## src/rtl/cordic_dac_spi_12b.sv

```systemverilog
// Samples the CORDIC sine/cosine pair on a periodic tick and ships it to a dual 12-bit DAC
// as two 16-bit SPI frames (A = sine, B = cosine), followed by a 2-clock LDAC strobe.
module cordic_dac_spi_12b #(
  parameter int width      = 12,
  parameter int SCLK_DIV   = 4,
  parameter int SAMPLE_DIV = 512,
  parameter bit SIGNED_IN  = 1'b1,
  parameter int CS_GAP     = 2
) (
  input  logic             clock,
  input  logic             resetn,
  input  logic             enable,
  input  logic [width-1:0] SINin,
  input  logic [width-1:0] COSin,
  output logic             dac_csn,
  output logic             dac_sclk,
  output logic             dac_sdi,
  output logic             dac_ldacn,
  output logic             busy,
  output logic             overrun
);

  localparam int DIV_W  = $clog2(SAMPLE_DIV);
  localparam int HALF_W = (SCLK_DIV > 1) ? $clog2(SCLK_DIV) : 1;
  localparam int WAIT_W = (CS_GAP > 2) ? $clog2(CS_GAP) : 1;

  localparam logic [DIV_W-1:0]  DIV_MAX  = DIV_W'(SAMPLE_DIV - 1);
  localparam logic [HALF_W-1:0] HALF_MAX = HALF_W'(SCLK_DIV - 1);
  localparam logic [WAIT_W-1:0] GAP_MAX  = WAIT_W'(CS_GAP - 1);
  localparam logic [WAIT_W-1:0] LDAC_MAX = WAIT_W'(1);
  localparam logic [11:0]       MSB_FLIP = SIGNED_IN ? 12'h800 : 12'h000;

  typedef enum logic [2:0] {
    IDLE,
    SHIFT_A,
    GAP,
    SHIFT_B,
    LDAC
  } state_t;

  state_t              state;
  state_t              state_n;
  logic [DIV_W-1:0]    div_cnt;
  logic                tick;
  logic [11:0]         sin_field;
  logic [11:0]         cos_field;
  logic [11:0]         cos_hold;
  logic [15:0]         frame_a;
  logic [15:0]         frame_b;
  logic [15:0]         shift_reg;
  logic [15:0]         shift_n;
  logic [3:0]          bit_cnt;
  logic [3:0]          bit_n;
  logic [HALF_W-1:0]   half_cnt;
  logic [HALF_W-1:0]   half_n;
  logic [WAIT_W-1:0]   wait_cnt;
  logic [WAIT_W-1:0]   wait_n;
  logic                csn_n;
  logic                sclk_n;
  logic                sdi_n;
  logic                ldacn_n;

  // Offset-binary conversion of the top 12 bits of each CORDIC sample.
  assign sin_field = SINin[width-1 -: 12] ^ MSB_FLIP;
  assign cos_field = COSin[width-1 -: 12] ^ MSB_FLIP;
  assign frame_a   = {1'b0, 1'b0, 1'b1, 1'b1, sin_field};
  assign frame_b   = {1'b1, 1'b0, 1'b1, 1'b1, cos_hold};

  assign tick = enable && (div_cnt == DIV_MAX);
  assign busy = (state != IDLE);

  always_ff @(posedge clock) begin
    if (!resetn) begin
      div_cnt <= '0;
    end else if (!enable || div_cnt == DIV_MAX) begin
      div_cnt <= '0;
    end else begin
      div_cnt <= div_cnt + 1'b1;
    end
  end

  // The sine sample lives in the shift register from the tick onward; cosine waits in cos_hold.
  always_ff @(posedge clock) begin
    if (!resetn) begin
      state     <= IDLE;
      shift_reg <= '0;
      bit_cnt   <= '0;
      half_cnt  <= '0;
      wait_cnt  <= '0;
      cos_hold  <= '0;
      dac_csn   <= 1'b1;
      dac_sclk  <= 1'b0;
      dac_sdi   <= 1'b0;
      dac_ldacn <= 1'b1;
      overrun   <= 1'b0;
    end else begin
      state     <= state_n;
      shift_reg <= shift_n;
      bit_cnt   <= bit_n;
      half_cnt  <= half_n;
      wait_cnt  <= wait_n;
      dac_csn   <= csn_n;
      dac_sclk  <= sclk_n;
      dac_sdi   <= sdi_n;
      dac_ldacn <= ldacn_n;
      if (state == IDLE && tick) begin
        cos_hold <= cos_field;
      end
      if (state != IDLE && tick) begin
        overrun <= 1'b1;
      end
    end
  end

  always_comb begin
    state_n = state;
    shift_n = shift_reg;
    bit_n   = bit_cnt;
    half_n  = half_cnt;
    wait_n  = wait_cnt;
    csn_n   = dac_csn;
    sclk_n  = dac_sclk;
    sdi_n   = dac_sdi;
    ldacn_n = dac_ldacn;

    case (state)
      IDLE: begin
        if (tick) begin
          state_n = SHIFT_A;
          shift_n = frame_a;
          bit_n   = 4'd15;
          half_n  = '0;
          csn_n   = 1'b0;
          sclk_n  = 1'b0;
          sdi_n   = frame_a[15];
        end
      end

      // A bit is SCLK_DIV clocks low then SCLK_DIV clocks high; data moves on the falling side.
      SHIFT_A, SHIFT_B: begin
        if (half_cnt == HALF_MAX) begin
          half_n = '0;
          if (!dac_sclk) begin
            sclk_n = 1'b1;
          end else begin
            sclk_n = 1'b0;
            if (bit_cnt == 4'd0) begin
              csn_n  = 1'b1;
              wait_n = '0;
              if (state == SHIFT_A) begin
                state_n = GAP;
              end else begin
                state_n = LDAC;
                ldacn_n = 1'b0;
              end
            end else begin
              bit_n   = bit_cnt - 4'd1;
              shift_n = {shift_reg[14:0], 1'b0};
              sdi_n   = shift_reg[14];
            end
          end
        end else begin
          half_n = half_cnt + 1'b1;
        end
      end

      GAP: begin
        if (wait_cnt == GAP_MAX) begin
          state_n = SHIFT_B;
          shift_n = frame_b;
          bit_n   = 4'd15;
          half_n  = '0;
          csn_n   = 1'b0;
          sdi_n   = frame_b[15];
        end else begin
          wait_n = wait_cnt + 1'b1;
        end
      end

      LDAC: begin
        if (wait_cnt == LDAC_MAX) begin
          state_n = IDLE;
          ldacn_n = 1'b1;
        end else begin
          wait_n = wait_cnt + 1'b1;
        end
      end

      default: begin
        state_n = IDLE;
      end
    endcase
  end

endmodule
```

## config.mk

```make
export PLATFORM = sky130hd
export DESIGN_NAME = cordic_dac_spi_12b
export DESIGN_NICKNAME = d
export VERILOG_FILES = /design/src/rtl/cordic_dac_spi_12b.sv
export SDC_FILE = /design/constraint.sdc
export NUM_CORES = 1
export LEC_CHECK = 0
export ABC_AREA = 1
export CAP_MARGIN = 10
export CORE_ASPECT_RATIO = 2
export CORE_UTILIZATION = 46
export CTS_BUF_LIST = sky130_fd_sc_hd__clkbuf_4 sky130_fd_sc_hd__clkbuf_8
export CTS_CLUSTER_SIZE = 14
export DETAILED_ROUTE_END_ITERATION = 10
export GPL_TIMING_DRIVEN = 0
export MAX_ROUTING_LAYER = met4
export PLACE_DENSITY = 0.69
export SYNTH_ARGS = -nofsm -noshare
export SYNTH_HDL_FRONTEND = slang
export SYNTH_SLANG_ARGS = --single-unit
```

## constraint.sdc

```tcl
create_clock -name clock -period 2.9 [get_ports clock]
set_input_delay 0.29 -clock clock [delete_from_list [all_inputs] [get_ports clock]]
set_output_delay 0.29 -clock clock [all_outputs]
set_load 0.02 [all_outputs]
```

# Word level (Yosys, flattened, before mapping)
# Cells that the tools add are included.
# op_classes
eq_ne	14
n_shift	0
multipliers	0
div_mod_pow	0
magnitude_cmp	0
addsub	4
n_mux	48
n_bitwise	3
reduce_logical	22
# op_table
cell	count
15-bit two-way mux	5
15-bit one-hot mux with 3 select lines	1
6-bit AND reduction	4
3-bit two-way mux	7
4-bit two-way mux	5
1-bit two-way mux	19
2-bit inequality test, second input constant	8
3-bit one-hot mux with 4 select lines	1
4-bit one-hot mux with 3 select lines	1
9-bit by 1-bit adder with 9-bit output, second input constant	1
9-bit equality test, second input constant	1
3-bit by 2-bit equality test with 1-bit output, second input constant	2
2-bit two-way mux	3
1-bit one-hot mux with 2 select lines	3
1-bit one-hot mux with 3 select lines	2
2-bit one-hot mux with 3 select lines	1
3-bit AND reduction	2
2-bit nonzero test	3
3-bit nonzero test	2
2-bit OR reduction	3
4-bit logical NOT	1
4-bit AND reduction	1
4-bit by 1-bit subtractor with 4-bit output, second input constant	1
3-bit by 1-bit equality test with 1-bit output, second input constant	1
other kinds (9)	13
# word_totals
in_bits	27
romBits	0
regBits	51
latch_bits	0
elab_cells	103
n_memories	0
out_inout_bits	6
ramBits	0

# Depth between registers and ports, before layout
# depth
ltp_word	6
ltp_mapped	14
mapped_depth_nobuf	14

# Worst setup path before layout
# OpenSTA, ideal clock, no wires.
# synth_path
kind	register to register
from	register div_cnt[0]
to	register bit_cnt[1]
setup_ps	113
slack_ps	879
arrival_ps	1908
synth_period_minus_slack_ps	2021
path_stages_with_launch	15
path_buffers	1
required_time_ps	2787
cell_sequence	dfxtp_1 ha_1 nand2_1 nor3b_1 nand2_1 nor2_1 ha_1 nand2_1 nand3_1 inv_1 nor2_4 buf_6 nand3b_1 nand2_1 nor2_1
# synth_via
elab_chain_cells	4
# synth_lines
item	line	source
start, declared	43	logic [DIV_W-1:0] div_cnt;
start signal, assigned	78	div_cnt <= div_cnt + 1'b1;
9-bit equality test	69	assign tick = enable && (div_cnt == DIV_MAX);
1-bit logical AND	69	
2-bit inequality test (no line)	-	
6-bit AND reduction (no line)	-	
end signal, assigned	99	bit_cnt <= bit_n;
end, declared	52	logic [3:0] bit_cnt;
# Every way passes these cells.
# A chain may end at the register's enable or synchronous reset.

# Worst setup path after layout
# layout_path
from	register div_cnt[0]
to	register shift_reg[10]
# layout_via
elab_chain_cells	4
# layout_lines
item	line	source
9-bit equality test	69	
1-bit logical AND	69	
2-bit inequality test (no line)	-	
6-bit AND reduction (no line)	-	
end signal, assigned	98	shift_reg <= shift_n;
end, declared	50	logic [15:0] shift_reg;
# Every way passes these cells.

==> impl_metrics.csv <==
group,metric,value,unit
finish,regArea,0.00102,sq mm
critical_path,required,3.15,ns
outcome,status,"complete, no violations",
cts,cts-root-buf,"clkbuf_8",
timing,fin_setup_tns,0,ns
finish,area_growth,21.2,%
critical_path,rrSetupSlack,0.48,ns
route,vias,2382,
timing,post-route-min-period,2.42,ns
route,postRouteAntennaNets,0,
critical_path,cp_cell_sequence,"ha_1 -> nand2_1 -> nor3b_1 -> nand2_1 -> nor2_1 -> ha_1 -> nand2_1 -> nand3_1 -> nand3_2 -> nor2_4 -> buf_6 -> nor2_1 -> nor2_1",
route,viasPerCell,4.99,
critical_path,path_depth,13,
floorplan,dieArea,0.00575,sq mm
synth,syn-num-nets,410,
cts,cts_htree_levels,2,
timing,timing.fmax,412,MHz
timing,worst_slew_pin_slew,0.536,ns
finish,final_cell_area,0.00303,sq mm
floorplan,die_y,106,microns
critical_path,rr_endpoint,"shift_reg[10]$_SDFFE_PN0P_",
critical_path,critical_path.top_delay_family,"simple AND/OR/NAND/NOR gates",
cts,cts_hold_buf,0,
floorplan,core_area,0.00518,sq mm
timing,slew_headroom,0.642,
timing,rsz0062_at_grt,"false",
critical_path,slowest_delay,0.36,ns
timing,hold_violations,0,
route,drtPass1Iterations,5,
finish,layout-drive-gt1-share,0.0740,
synth,syn_area_per_cell,6.60,sq um
route,drc,0,
global_route,globalRoute.totalOverflow,0,
synth,ys_seq_area_frac,0.408,
worst_hold_path,min_from,"div_cnt[0]$_SDFF_PP0_",
cts,cts-resized-gates,0,
finish,antennaDiodeCount,0,
finish,multiInputGateArea,0.00125,sq mm
timing,skew,0.00618,ns
critical_path,cp-endpoint,"shift_reg[10]$_SDFFE_PN0P_",
synth,synth_cell_type_count,29,
cts,cts_tree,"done",
floorplan,rows,37,
global_route,antenna_found_initial,0,
finish,nets,449,
cts,cts_sinks,51,
cts,postCtsSetupBuffers,0,
place,preCtsSetupSlack,0.466,ns
power,power,3010,uW
route,wl_per_cell,12.2,microns
critical_path,critPathKind,"reg2reg",
timing,final-setup-viol-count,0,
worst_hold_path,hold_path_class,"reg2reg",
cts,clk_latency,0.31,ns
global_route,grt_max_degree,17,
critical_path,worst_setup_path_end_kind,"flip-flop",
critical_path,path_max_fanout,10,
timing,slew_violations,0,
synth,ys_warn_count,0,
place,dp_hpwl,4.48,mm
finish,final_common_cell,"nor2_1",
critical_path,setup.worst_path.start,"div_cnt[0]$_SDFF_PP0_",
finish,largest_reg_flops,15,
synth,synthCells,379,
critical_path,worstSetupStartpointType,"flip-flop",
timing,whs,0.457,ns
global_route,grt_pass1_wl,9.83,mm
cts,clockBufferDepth,2,
route,drt_wl_total,5.83,mm
place,placed_area,0.00289,sq mm
power,p_per_area,993,mW/mm^2
synth,syn_area,0.00250,sq mm
power,leakage,0.00138,uW
finish,layout_common_cells,"nor2_1, nand2_1, dfxtp_1",
route,drt_iter0_markers,41,
global_route,grt_use_total,0.237,
finish,fill_cells,523,
cts,cts_inserted_buffers,5,
critical_path,cp_num_buf_inv,1,
timing,worst_slack,0.476,ns
global_route,first_global_vias,2241,
power,peakVddDrop,839,uV
cts,path_clk_slew,0.10,ns
place,port_buffers,32,
critical_path,slowest_stage,"dfxtp_1",
critical_path,worstRegToRegCells,13,
floorplan,die_w,54.1,microns
synth,synth-seq-cells,51,
place,place_congestion,0.838,
critical_path,cp.arrival,2.68,ns
floorplan,start_util,0.482,
flow_run,max_cap_violations,0,
floorplan,ios,33,
critical_path,r2r_start,"div_cnt[0]$_SDFF_PP0_",
timing,finalCritPeriodShare,0.836,
[synth_stat cells]
master	number	area (sq um)
nor2_1	110	413
nand2_1	72	270
dfxtp_1	51	1020
nand3_1	38	190
inv_1	35	131
o21ai_0	17	85.1
a21oi_1	12	60.1
buf_2	5	25.0
ha_1	4	50.1
nor3_1	4	20.0
buf_6	3	33.8
clkbuf_1	3	11.3
nor2_2	3	18.8
nor2_4	3	33.8
a31oi_1	2	12.5
buf_1	2	7.51
inv_2	2	7.51
xor2_1	2	17.5
a21oi_2	1	8.76
buf_4	1	7.51
clkbuf_2	1	5.00
nand2_2	1	6.26
nand3_2	1	10.0
nand3b_1	1	7.51
nand4_1	1	6.26
nor3b_1	1	7.51
o21ai_2	1	8.76
o21ai_4	1	16.3
xnor2_1	1	8.76
[power breakdown]
part	leakage [uW]	switching, uW	internal [uW]
logic	0.000899	935	530
registers	0.000416	87.9	862
clock network	0.0000644	251	344
[logic make-up (layout without fill, tap and decap cells)]
kind of cell	Yosys count	after routing	synth area share
buffers and inverters	52	92	0.0915
AND/OR/NAND/NOR	235	235	0.393
adder cells (fa/ha/maj)	4	4	0.0200
XOR/XNOR	3	3	0.0105
AO/OA/AOI/OAI	34	34	0.0765
flip-flops	51	51	0.408
[layout make-up]
class	count	area share
multi-input cells	276	0.413
inverters	37	0.0458
plain buffers	15	0.0297
clock buffers	5	0.0227
repair buffers	32	0.106
clock inverters	3	0.0223
flip-flops and latches	51	0.337
well taps	58	0.0239
[layer usage]
metal / GRT usage / wire length, microns / vias up
li1: - / - / 1260
met1: 0.248 / 2240 / 1079
met2: 0.422 / 3300 / 32
met3: 0.0300 / 146 / 11
met4: 0.0916 / 139 / 0
met5: - / 0 / -
[stage by stage]
stage	cells	util
2_1_floorplan	379	-
3_3_place_gp	469	0.558
3_5_place_dp	469	0.558
6_report	477	0.584
4_1_cts	477	0.584
5_1_grt	477	0.584
[how the worst min path moves through the flow]
stage	end	slack (ns)	depth (start not counted)
finish	div_cnt[0]$_SDFF_PP0_	0.46	1
global route	div_cnt[7]$_SDFF_PP0_	0.49	2
CTS	div_cnt[0]$_SDFF_PP0_	0.46	1
detailed placement	div_cnt[0]$_SDFF_PP0_	0.45	1
global placement	div_cnt[0]$_SDFF_PP0_	0.44	1
floorplan	cos_hold[11]$_SDFFE_PN0P_	0.38	1
No activity file was read; power rests on OpenSTA's default activity.
